[src/rtl/sync_fifo_pkg.sv]
// Shared types and helpers for the single-clock FIFO.
// Build option: SYNC_FIFO_FWFT_EN selects first-word-fall-through reads.
package sync_fifo_pkg;

  function automatic int depth(int addrsize);
    return 1 << addrsize;
  endfunction

  typedef struct packed {
    logic overflow;
    logic underflow;
  } fifo_err_t;

endpackage

[src/rtl/sync_fifo_if.sv]
// Producer/consumer bus of sync_fifo; the FIFO is the slave.
interface sync_fifo_if #(
  parameter int unsigned DATASIZE = 8,
  parameter int unsigned ADDRSIZE = 4
);
  logic                flush;
  logic                clr_err;
  logic                winc;
  logic [DATASIZE-1:0] wdata;
  logic                wfull;
  logic                walmost_full;
  logic                rinc;
  logic [DATASIZE-1:0] rdata;
  logic                rempty;
  logic                ralmost_empty;
  logic [ADDRSIZE:0]   count;
  logic                overflow;
  logic                underflow;

  modport slave (
    input  flush, clr_err, winc, wdata, rinc,
    output wfull, walmost_full, rdata, rempty, ralmost_empty, count, overflow, underflow
  );

  modport master (
    output flush, clr_err, winc, wdata, rinc,
    input  wfull, walmost_full, rdata, rempty, ralmost_empty, count, overflow, underflow
  );
endinterface

[src/rtl/sync_fifo_mem.sv]
// FIFO storage: one synchronous write port, one read port that is registered,
// or combinational when SYNC_FIFO_FWFT_EN is defined.
module sync_fifo_mem #(
  parameter int unsigned DATASIZE = 8,
  parameter int unsigned ADDRSIZE = 4
) (
  input  logic                clk,
`ifndef SYNC_FIFO_FWFT_EN
  input  logic                rst,
  input  logic                re_i,
`endif
  input  logic                we_i,
  input  logic [ADDRSIZE-1:0] waddr_i,
  input  logic [DATASIZE-1:0] wdata_i,
  input  logic [ADDRSIZE-1:0] raddr_i,
  output logic [DATASIZE-1:0] rdata_o
);
  localparam int unsigned DEPTH = 1 << ADDRSIZE;

  logic [DATASIZE-1:0] mem_q [DEPTH];

  // Storage is deliberately not reset
  always_ff @(posedge clk) begin
    if (we_i) mem_q[waddr_i] <= wdata_i;
  end

`ifdef SYNC_FIFO_FWFT_EN
  assign rdata_o = mem_q[raddr_i];
`else
  logic [DATASIZE-1:0] rdata_q;

  always_ff @(posedge clk) begin
    if (rst)       rdata_q <= '0;
    else if (re_i) rdata_q <= mem_q[raddr_i];
  end

  assign rdata_o = rdata_q;
`endif
endmodule

[src/rtl/sync_fifo.sv]
// Single-clock FIFO: pointers, occupancy, flags, sticky errors and flush.
// Build option: SYNC_FIFO_FWFT_EN selects first-word-fall-through reads.
module sync_fifo
  import sync_fifo_pkg::*;
#(
  parameter int unsigned DATASIZE  = 8,
  parameter int unsigned ADDRSIZE  = 4,
  parameter int unsigned AF_MARGIN = 2,
  parameter int unsigned AE_MARGIN = 2
) (
  input  logic        clk,
  input  logic        rst,
  sync_fifo_if.slave  bus
);
  localparam int unsigned DEPTH = depth(ADDRSIZE);
  localparam int unsigned PW    = ADDRSIZE + 1;

  if (AF_MARGIN >= DEPTH) begin : g_af_chk
    $error("sync_fifo: AF_MARGIN must be smaller than the depth");
  end
  if (AE_MARGIN >= DEPTH) begin : g_ae_chk
    $error("sync_fifo: AE_MARGIN must be smaller than the depth");
  end

  logic [PW-1:0] waddr_q, waddr_d, raddr_q, raddr_d;
  logic [PW-1:0] count_c;
  fifo_err_t     err_q, err_d;
  logic          full_c, empty_c, wr_en_c, rd_en_c;

  assign count_c = waddr_q - raddr_q;
  assign full_c  = (count_c == PW'(DEPTH));
  assign empty_c = (count_c == '0);
  assign wr_en_c = bus.winc && !full_c  && !bus.flush;
  assign rd_en_c = bus.rinc && !empty_c && !bus.flush;

  // Next state: flush beats accesses; a fresh error beats clr_err
  always_comb begin
    waddr_d = waddr_q;
    raddr_d = raddr_q;
    err_d   = err_q;
    if (bus.flush) begin
      waddr_d = '0;
      raddr_d = '0;
    end else begin
      if (wr_en_c) waddr_d = waddr_q + PW'(1);
      if (rd_en_c) raddr_d = raddr_q + PW'(1);
    end
    err_d.overflow  = (bus.winc && full_c  && !bus.flush) || (err_q.overflow  && !bus.clr_err);
    err_d.underflow = (bus.rinc && empty_c && !bus.flush) || (err_q.underflow && !bus.clr_err);
  end

  always_ff @(posedge clk) begin
    if (rst) begin
      waddr_q <= '0;
      raddr_q <= '0;
      err_q   <= '0;
    end else begin
      waddr_q <= waddr_d;
      raddr_q <= raddr_d;
      err_q   <= err_d;
    end
  end

  sync_fifo_mem #(
    .DATASIZE (DATASIZE),
    .ADDRSIZE (ADDRSIZE)
  ) u_mem (
    .clk     (clk),
`ifndef SYNC_FIFO_FWFT_EN
    .rst     (rst),
    .re_i    (rd_en_c),
`endif
    .we_i    (wr_en_c),
    .waddr_i (waddr_q[ADDRSIZE-1:0]),
    .wdata_i (bus.wdata),
    .raddr_i (raddr_q[ADDRSIZE-1:0]),
    .rdata_o (bus.rdata)
  );

  assign bus.count         = count_c;
  assign bus.wfull         = full_c;
  assign bus.rempty        = empty_c;
  assign bus.walmost_full  = (count_c >= PW'(DEPTH - AF_MARGIN));
  assign bus.ralmost_empty = (count_c <= PW'(AE_MARGIN));
  assign bus.overflow      = err_q.overflow;
  assign bus.underflow     = err_q.underflow;
endmodule

[src/flat_wrapper.sv]
// flat-port wrapper written by rule: the top's interface ports become plain ports
module sync_fifo_flat import sync_fifo_pkg::*;
#(
  parameter int unsigned DATASIZE  = 8,
  parameter int unsigned ADDRSIZE  = 4,
  parameter int unsigned AF_MARGIN = 2,
  parameter int unsigned AE_MARGIN = 2
)
  (clk, rst, bus_flush, bus_clr_err, bus_winc, bus_wdata, bus_rinc, bus_wfull, bus_walmost_full, bus_rdata, bus_rempty, bus_ralmost_empty, bus_count, bus_overflow, bus_underflow);
  sync_fifo_if #(.DATASIZE(DATASIZE), .ADDRSIZE(ADDRSIZE)) bus_i ();
  input  logic clk;
  input  logic rst;
  input wire logic [$bits(bus_i.flush)-1:0] bus_flush;
  input wire logic [$bits(bus_i.clr_err)-1:0] bus_clr_err;
  input wire logic [$bits(bus_i.winc)-1:0] bus_winc;
  input wire logic [$bits(bus_i.wdata)-1:0] bus_wdata;
  input wire logic [$bits(bus_i.rinc)-1:0] bus_rinc;
  output wire logic [$bits(bus_i.wfull)-1:0] bus_wfull;
  output wire logic [$bits(bus_i.walmost_full)-1:0] bus_walmost_full;
  output wire logic [$bits(bus_i.rdata)-1:0] bus_rdata;
  output wire logic [$bits(bus_i.rempty)-1:0] bus_rempty;
  output wire logic [$bits(bus_i.ralmost_empty)-1:0] bus_ralmost_empty;
  output wire logic [$bits(bus_i.count)-1:0] bus_count;
  output wire logic [$bits(bus_i.overflow)-1:0] bus_overflow;
  output wire logic [$bits(bus_i.underflow)-1:0] bus_underflow;
  assign bus_i.flush = bus_flush;
  assign bus_i.clr_err = bus_clr_err;
  assign bus_i.winc = bus_winc;
  assign bus_i.wdata = bus_wdata;
  assign bus_i.rinc = bus_rinc;
  assign bus_wfull = bus_i.wfull;
  assign bus_walmost_full = bus_i.walmost_full;
  assign bus_rdata = bus_i.rdata;
  assign bus_rempty = bus_i.rempty;
  assign bus_ralmost_empty = bus_i.ralmost_empty;
  assign bus_count = bus_i.count;
  assign bus_overflow = bus_i.overflow;
  assign bus_underflow = bus_i.underflow;
  sync_fifo #(.DATASIZE(DATASIZE), .ADDRSIZE(ADDRSIZE), .AF_MARGIN(AF_MARGIN), .AE_MARGIN(AE_MARGIN)) u_core (.clk(clk), .rst(rst), .bus(bus_i));
endmodule
[config.mk]
export PLATFORM = sky130hd
export DESIGN_NAME = sync_fifo_flat
export DESIGN_NICKNAME = d
export VERILOG_FILES = /design/src/rtl/sync_fifo_pkg.sv /design/src/rtl/sync_fifo_if.sv /design/src/rtl/sync_fifo_mem.sv /design/src/rtl/sync_fifo.sv /design/src/flat_wrapper.sv
export SDC_FILE = /design/constraint.sdc
export NUM_CORES = 1
export LEC_CHECK = 0
export CAP_MARGIN = 15
export CORE_UTILIZATION = 59
export CTS_CLUSTER_SIZE = 8
export DETAILED_ROUTE_END_ITERATION = 16
export PLACE_DENSITY = 0.79
export SLEW_MARGIN = 20
export SYNTH_ARGS = -nofsm -noshare
export SYNTH_HDL_FRONTEND = slang
export SYNTH_SLANG_ARGS = --single-unit
[constraint.sdc]
create_clock -name clk -period 3.5 [get_ports clk]
set_input_delay 0.525 -clock clk [delete_from_list [all_inputs] [get_ports clk]]
set_output_delay 0.525 -clock clk [all_outputs]
set_load 0.005 [all_outputs]
==> flow_summary.toml, run 1 <==
[timing]
skew_ns = 0.00433
hold_viol_final = 0
maxSlewViolCount = 0
fin_setup_tns_ns = 0
fmax_ghz = 0.297
fin_hold_ws_ns = 0.488
worstMarginPinSlew_ns = 0.941
setup_viol = 0
finalWorstSetupSlack_ns = 0.134
rsz0062_at_grt = "false"
final.period_utilization_pct = 96.2
max_slew_margin_pct = 37.1
min_period_ns = 3.37

[synthesis]
syn_nets = 402
synth_edf_count = 128
synth_most_common_cell = "edfxtp_1"
synth_commonest_cells = "edfxtp_1 (128), mux4_2 (32), nand2_1 (26)"
synth_warnings = 0
synth_top_cell_by_area = "edfxtp_1"
synth_top_flop_cell = "edfxtp_1"
ys_async_sr_fraction_pct = 0
syn_inst = 378
netlist_top_cells_area = "edfxtp_1 (62%), mux4_2 (12%), dfxtp_1 (6.5%), ha_1 (1.8%), mux2i_1 (1.6%)"
synth_cell_types = 39
ys_ff_latch = 148
synth.avg_cell_area_um2 = 16.3
netlist.area_leader.share_pct = 62.2
yosysSeqAreaShare_pct = 68.7
syn_area_um2 = 6180

[route]
avgRoutedWirePerCell_um = 22.6
num_vias = 3540
drcViolationCount = 0
firstDrtPassIters = 5
wl_mm = 12.8
drt-initial-drc-count = 293
via_per_inst = 6.28
ant_nets = 0

[grt]
globalRouteTotalUtil_pct = 25.2
gr-total-overflow = 0
grt_pass1_vias = 3445
antenna_found_initial = 0
grt_pass1_wl_mm = 19.8
grt_start_max_net_pins = 37

[die]
die_h_um = 104
core-area_um2 = 9950
die_w_um = 104
initial_core_util_pct = 62.1
ios = 33
dieArea_um2 = 10900
rows = 36

[clocking]
root_buffer = "clkbuf_8"
clockBufferDepth = 2
clk_pin_slew_worst_paths_ns = 0.06
cts_max_level = 4
clk_latency_ns = 0.52
cts_tree = "yes"
numCtsBuffers = 17
clock_sinks = 148

[critical_path]
cpMaxStageDelayCell = "clkdlybuf4s50_1"
cpPeakStageDelay_ns = 0.51
crit_chain = "inv_1, ha_2, fa_2, nand2b_4, a21oi_4, xor2_2, inv_2, buf_6, nor2_1, clkdlybuf4s50_1"
path_class = "flop to output pin"
arrival_ns = 2.84
path_buf_inv = 4
startpoint_type = "flop"
end_kind = "output pin"
crit_family = "buffers and inverters"
r2r_cells = 10
cp.required_ns = 2.97
cp.depth = 10
cp_max_fo = 16

[job]
cap_violations = 0

[min_path]
worstHoldPathType = "flop to flop"
whs_path_depth = 2

[pwr]
pwr-share-clk_pct = 45.5
p_sw_uw = 784
combPwrFrac_pct = 3.9
leakage_uw = 0.00241
seq_power_share_pct = 50.6
pwr_density_cell_nw_per_um2 = 528
ir_drop_mv = 0.351
sw_frac_of_total_pct = 20.5
intPower_uw = 3040

[placement]
place_ws_ns = 0.295
place_area_um2 = 6620
place_hpwl_mm = 7.93
io_buffers = 32
gp_congestion = 0.777

[layout]
fill_cells = 598
finalInstanceArea_um2 = 7240
nNetsFinal = 442
syn2layout_area_growth_pct = 17.2
drive_above_1_share_pct = 20.0
antenna_cells = 0
final_core_util_pct = 72.8

[outcome]
status = "completed"
==> cell type report <==
type | count | area (um^2) | share of cell area, %
inverters | 10 | 37.5 | 0.518
clock inverters | 13 | 133 | 1.83
flip-flops and latches | 148 | 4250 | 58.7
multi-input cells | 201 | 1830 | 25.3
repair buffers | 40 | 385 | 5.32
well taps | 133 | 166 | 2.30
clock buffers | 19 | 442 | 6.10
==> sequential cells by signal, summed over array words and instances, names as in the netlist <==
| name | count |
|---|---|
| u_core.u_mem.rdata_o | 8 |
| u_core.bus.overflow | 1 |
| u_core.u_mem.mem_q | 128 |
| u_core.waddr_q | 5 |
| u_core.raddr_q | 5 |
| u_core.bus.underflow | 1 |
==> worst paths after layout <==
| kind | from | end | slack [ns] |
|---|---|---|---|
| min | u_core.bus.underflow$_SDFF_PP0_ | u_core.bus.underflow$_SDFF_PP0_ | 0.49 |
| max reg2reg | u_core.waddr_q[0]$_SDFFE_PP0P_ | u_core.u_mem.mem_q[9][1]$_DFFE_PP_ | 0.57 |
| min reg2reg | u_core.bus.underflow$_SDFF_PP0_ | u_core.bus.underflow$_SDFF_PP0_ | 0.49 |
| max | u_core.waddr_q[0]$_SDFFE_PP0P_ | bus_rempty | 0.13 |
==> cells in the final DEF, fill, tap and decap left out, types with 2 or more instances in the layout <==
cell type / netlist / layout
or3_1: 5 / 5
edfxtp_1: 128 / 128
inv_1: 9 / 9
mux4_2: 32 / 32
and2_1: 4 / 4
clkinv_2: 0 / 5
and3_1: 12 / 12
nor2_1: 17 / 17
buf_4: 4 / 7
nand2b_1: 4 / 3
nand3_1: 17 / 17
a32oi_1: 2 / 2
clkdlybuf4s50_1: 0 / 30
dfxtp_1: 20 / 18
clkinvlp_4: 0 / 4
nor2b_1: 12 / 12
ha_1: 9 / 8
nand2_1: 26 / 26
clkbuf_16: 0 / 16
bufinv_16: 0 / 2
o211ai_1: 8 / 8
a21oi_1: 9 / 8
clkbuf_8: 0 / 3
o22ai_1: 16 / 16
or2_2: 2 / 2
nand4_1: 3 / 3
mux2i_1: 10 / 10
==> metal layers <==
| metal | up-vias | wire length [um] | part of all wire [%] | GRT usage (%) |
|---|---|---|---|---|
| met5 | - | 0 | 0 | 0 |
| met4 | 0 | 336 | 2.6 | 11.8 |
| met3 | 23 | 844 | 6.6 | 5.89 |
| met2 | 186 | 6120 | 48 | 36.3 |
| met1 | 1768 | 5460 | 43 | 36.8 |
| li1 | 1563 | - | - | - |
==> cell families (layout without fill, tap and decap cells) <==
| group | after synthesis | count (layout) | share of synthesized area [%] |
|---|---|---|---|
| adder cells (fa/ha/maj) | 10 | 10 | 2.15 |
| buffers and inverters | 29 | 82 | 2.23 |
| multiplexers | 42 | 42 | 13.3 |
| flip-flops | 148 | 148 | 68.7 |
| AO/OA/AOI/OAI | 41 | 41 | 4.54 |
| XOR/XNOR | 3 | 3 | 0.547 |
| AND/OR/NAND/NOR | 105 | 105 | 8.58 |
==> through the flow <==
step / total power, uW / std cells
after floorplan: 2040 / 378
after global placement: 2110 / 531
after detailed placement: 2120 / 531
after CTS: 3830 / 564
after global routing: 3920 / 564
final: 3820 / 564
==> what timing repair did <==
| item | in CTS | in global routing |
|---|---|---|
| pin swaps | 1 | 1 |
| setup buffers | 1 | 0 |
| gates resized for setup | 6 | 6 |
| setup endpoints to repair | 5 | 4 |
| hold buffers | 0 | 0 |
==> power groups by stage <==
stage | Sequential, uW | Clock [uW] | Combinational (uW)
floorplan | 1970 | 0 | 66.6
global placement | 1970 | 0 | 143
detailed placement | 1970 | 0 | 147
CTS | 1940 | 1750 | 148
global route | 1940 | 1820 | 161
finish | 1930 | 1740 | 149
==> worst min-delay path, delay by kind of cell (launching register included) <==
| family | cells | cell delay [ns] |
|---|---|---|
| DFF | 1 | 0.33 |
| and+or+nand+nor | 1 | 0.07 |
| AOI/OAI and AO/OA | 1 | 0.05 |
(Power assumes the default switching activity.)
==> inputs of run 2 (changes only) <==
PLACE_DENSITY = 0.87   (was 0.79)
==> run 2 against run 1 <==
Clock power up 20%. Largest cell class unchanged. Sequential power about the same. Count of clock-buffer cells in the layout up 1.
==> flow_summary.toml, run 2 (same netlist as run 1, synthesis figures left out) <==
[outcome]
status = "completed"

[layout]
drive_above_1_share_pct = 20.7
final_common_cell = "edfxtp_1"
nNetsFinal = 445
largest_register_ffs = 128
final_cell_mix = "edfxtp_1 (128), mux4_2 (32), clkdlybuf4s50_1 (31)"
antenna_cells = 0
largest-register = "u_core.u_mem.mem_q"
syn2layout_area_growth_pct = 19.3

[grt]
gr-total-overflow = 0
globalRouteTotalUtil_pct = 27.1
grt_start_max_net_pins = 37
grt_pass1_wl_mm = 21.0
grt_pass1_vias = 3609
antenna_found_initial = 0

[timing]
hold_viol_final = 0
setup_viol = 0
min_period_ns = 3.37
maxSlewViolCount = 0
rsz0062_at_grt = "false"
worstMarginPinSlew_ns = 0.888
fin_hold_ws_ns = 0.488
fmax_ghz = 0.297
max_slew_margin_pct = 40.6
fin_setup_tns_ns = 0
final.period_utilization_pct = 96.2
skew_ns = 0.00879

[placement]
io_buffers = 32
place_hpwl_mm = 7.95
gp_congestion = 0.835

[clocking]
root_buffer = "clkbuf_8"
clk_latency_ns = 0.54
clock_sinks = 148
clk_pin_slew_worst_paths_ns = 0.06
cts_tree = "yes"
cts_max_level = 4
numCtsBuffers = 17
clockBufferDepth = 2
ctsHoldBuffers = 0

[route]
firstDrtPassIters = 5
ant_nets = 0
wl_mm = 13.8
num_vias = 3719
avgRoutedWirePerCell_um = 24.4
drcViolationCount = 0
drt-initial-drc-count = 373
via_per_inst = 6.56

[die]
dieArea_um2 = 10900
core-area_um2 = 9950
die_h_um = 104
initial_core_util_pct = 62.1
rows = 36
ios = 33
die_w_um = 104

[critical_path]
startpoint_type = "flop"
r2r_end = "u_core.u_mem.mem_q[7][3]$_DFFE_PP_"
end_kind = "output pin"
arrival_ns = 2.84
r2r_cells = 10
path_class = "flop to output pin"
timing.rr.start = "u_core.waddr_q[0]$_SDFFE_PP0P_"
cp.required_ns = 2.97
reg2reg_slack_ns = 0.56
cp_max_fo = 16

[job]
cap_violations = 0

[min_path]
holdPathEnd = "u_core.bus.overflow$_SDFF_PP0_"
worstHoldPathType = "flop to flop"
whs_path_depth = 2
min_from = "u_core.bus.overflow$_SDFF_PP0_"

[pwr]
pwr_density_cell_nw_per_um2 = 566
leakage_uw = 0.00245
ir_drop_mv = 0.415
run 2: worst max path at each step:
stage	from	end	slack [ns]	depth (start not counted)
floorplan	u_core.waddr_q[0]$_SDFFE_PP0P_	bus_ralmost_empty	0.78	8
global placement	u_core.waddr_q[0]$_SDFFE_PP0P_	bus_ralmost_empty	0.40	9
detailed placement	u_core.waddr_q[0]$_SDFFE_PP0P_	bus_ralmost_empty	0.24	9
CTS	u_core.waddr_q[0]$_SDFFE_PP0P_	bus_rempty	0.03	8
global route	u_core.waddr_q[0]$_SDFFE_PP0P_	bus_walmost_full	0.005	10
finish	u_core.waddr_q[0]$_SDFFE_PP0P_	bus_walmost_full	0.13	10
run 2: final cells by class:
class / instances / area (um^2)
Fill cell: 556 / 2580
Clock inverter: 12 / 250
Tap cell: 133 / 166
Timing Repair Buffer: 43 / 414
Clock buffer: 20 / 425
Multi-Input combinational cell: 201 / 1830
Sequential cell: 148 / 4250
Inverter: 10 / 37.5
run 2: worst max-delay path, stage by stage (launching register included):
cell and delay (ns):
dfxtp_2 0.33, inv_2 0.05, ha_2 0.19, fa_2 0.35, nand2b_4 0.15, a21oi_2 0.16
xor2_2 0.20, inv_2 0.08, buf_12 0.15, a31o_2 0.21, clkdlybuf4s50_1 0.43
run 2: per-stage QoR:
| step | setup slack [ns] | area [um^2] | total power [uW] | std cells | util, % |
|---|---|---|---|---|---|
| floorplan | 0.777 | 6180 | 2040 | 378 | - |
| global placement | 0.399 | 6630 | 2110 | 532 | 66.6 |
| detailed placement | 0.236 | 6630 | 2120 | 532 | 66.6 |
| CTS | 0.0257 | 7340 | 4170 | 566 | 73.7 |
| global route | 0.00549 | 7370 | 4270 | 567 | 74.0 |
| finish | 0.133 | 7370 | 4170 | 567 | 74.0 |
run 2: routing by layer:
metal | wire length, um | part of all wire, % | track usage (%) | up-vias
met5 | 0 | 0 | 0 | -
met4 | 528 | 3.8 | 13.9 | 0
met3 | 1200 | 8.7 | 7.89 | 39
met2 | 6640 | 48 | 40.2 | 269
met1 | 5450 | 39 | 36.9 | 1841
li1 | - | - | - | 1570
run 2: power breakdown:
| group | internal, uW | switching [uW] | total, uW | leakage [uW] |
|---|---|---|---|---|
| logic | 65.4 | 89.7 | 155 | 0.000820 |
| registers | 1930 | 5.46 | 1940 | 0.00132 |
| clock network | 1380 | 706 | 2080 | 0.000316 |
run 2: what timing repair did:
action / CTS / global route
pin swaps: 1 / 1
gates cloned: 0 / 0
resized for setup: 7 / 9
setup endpoints to repair: 5 / 3
setup buffers: 2 / 1
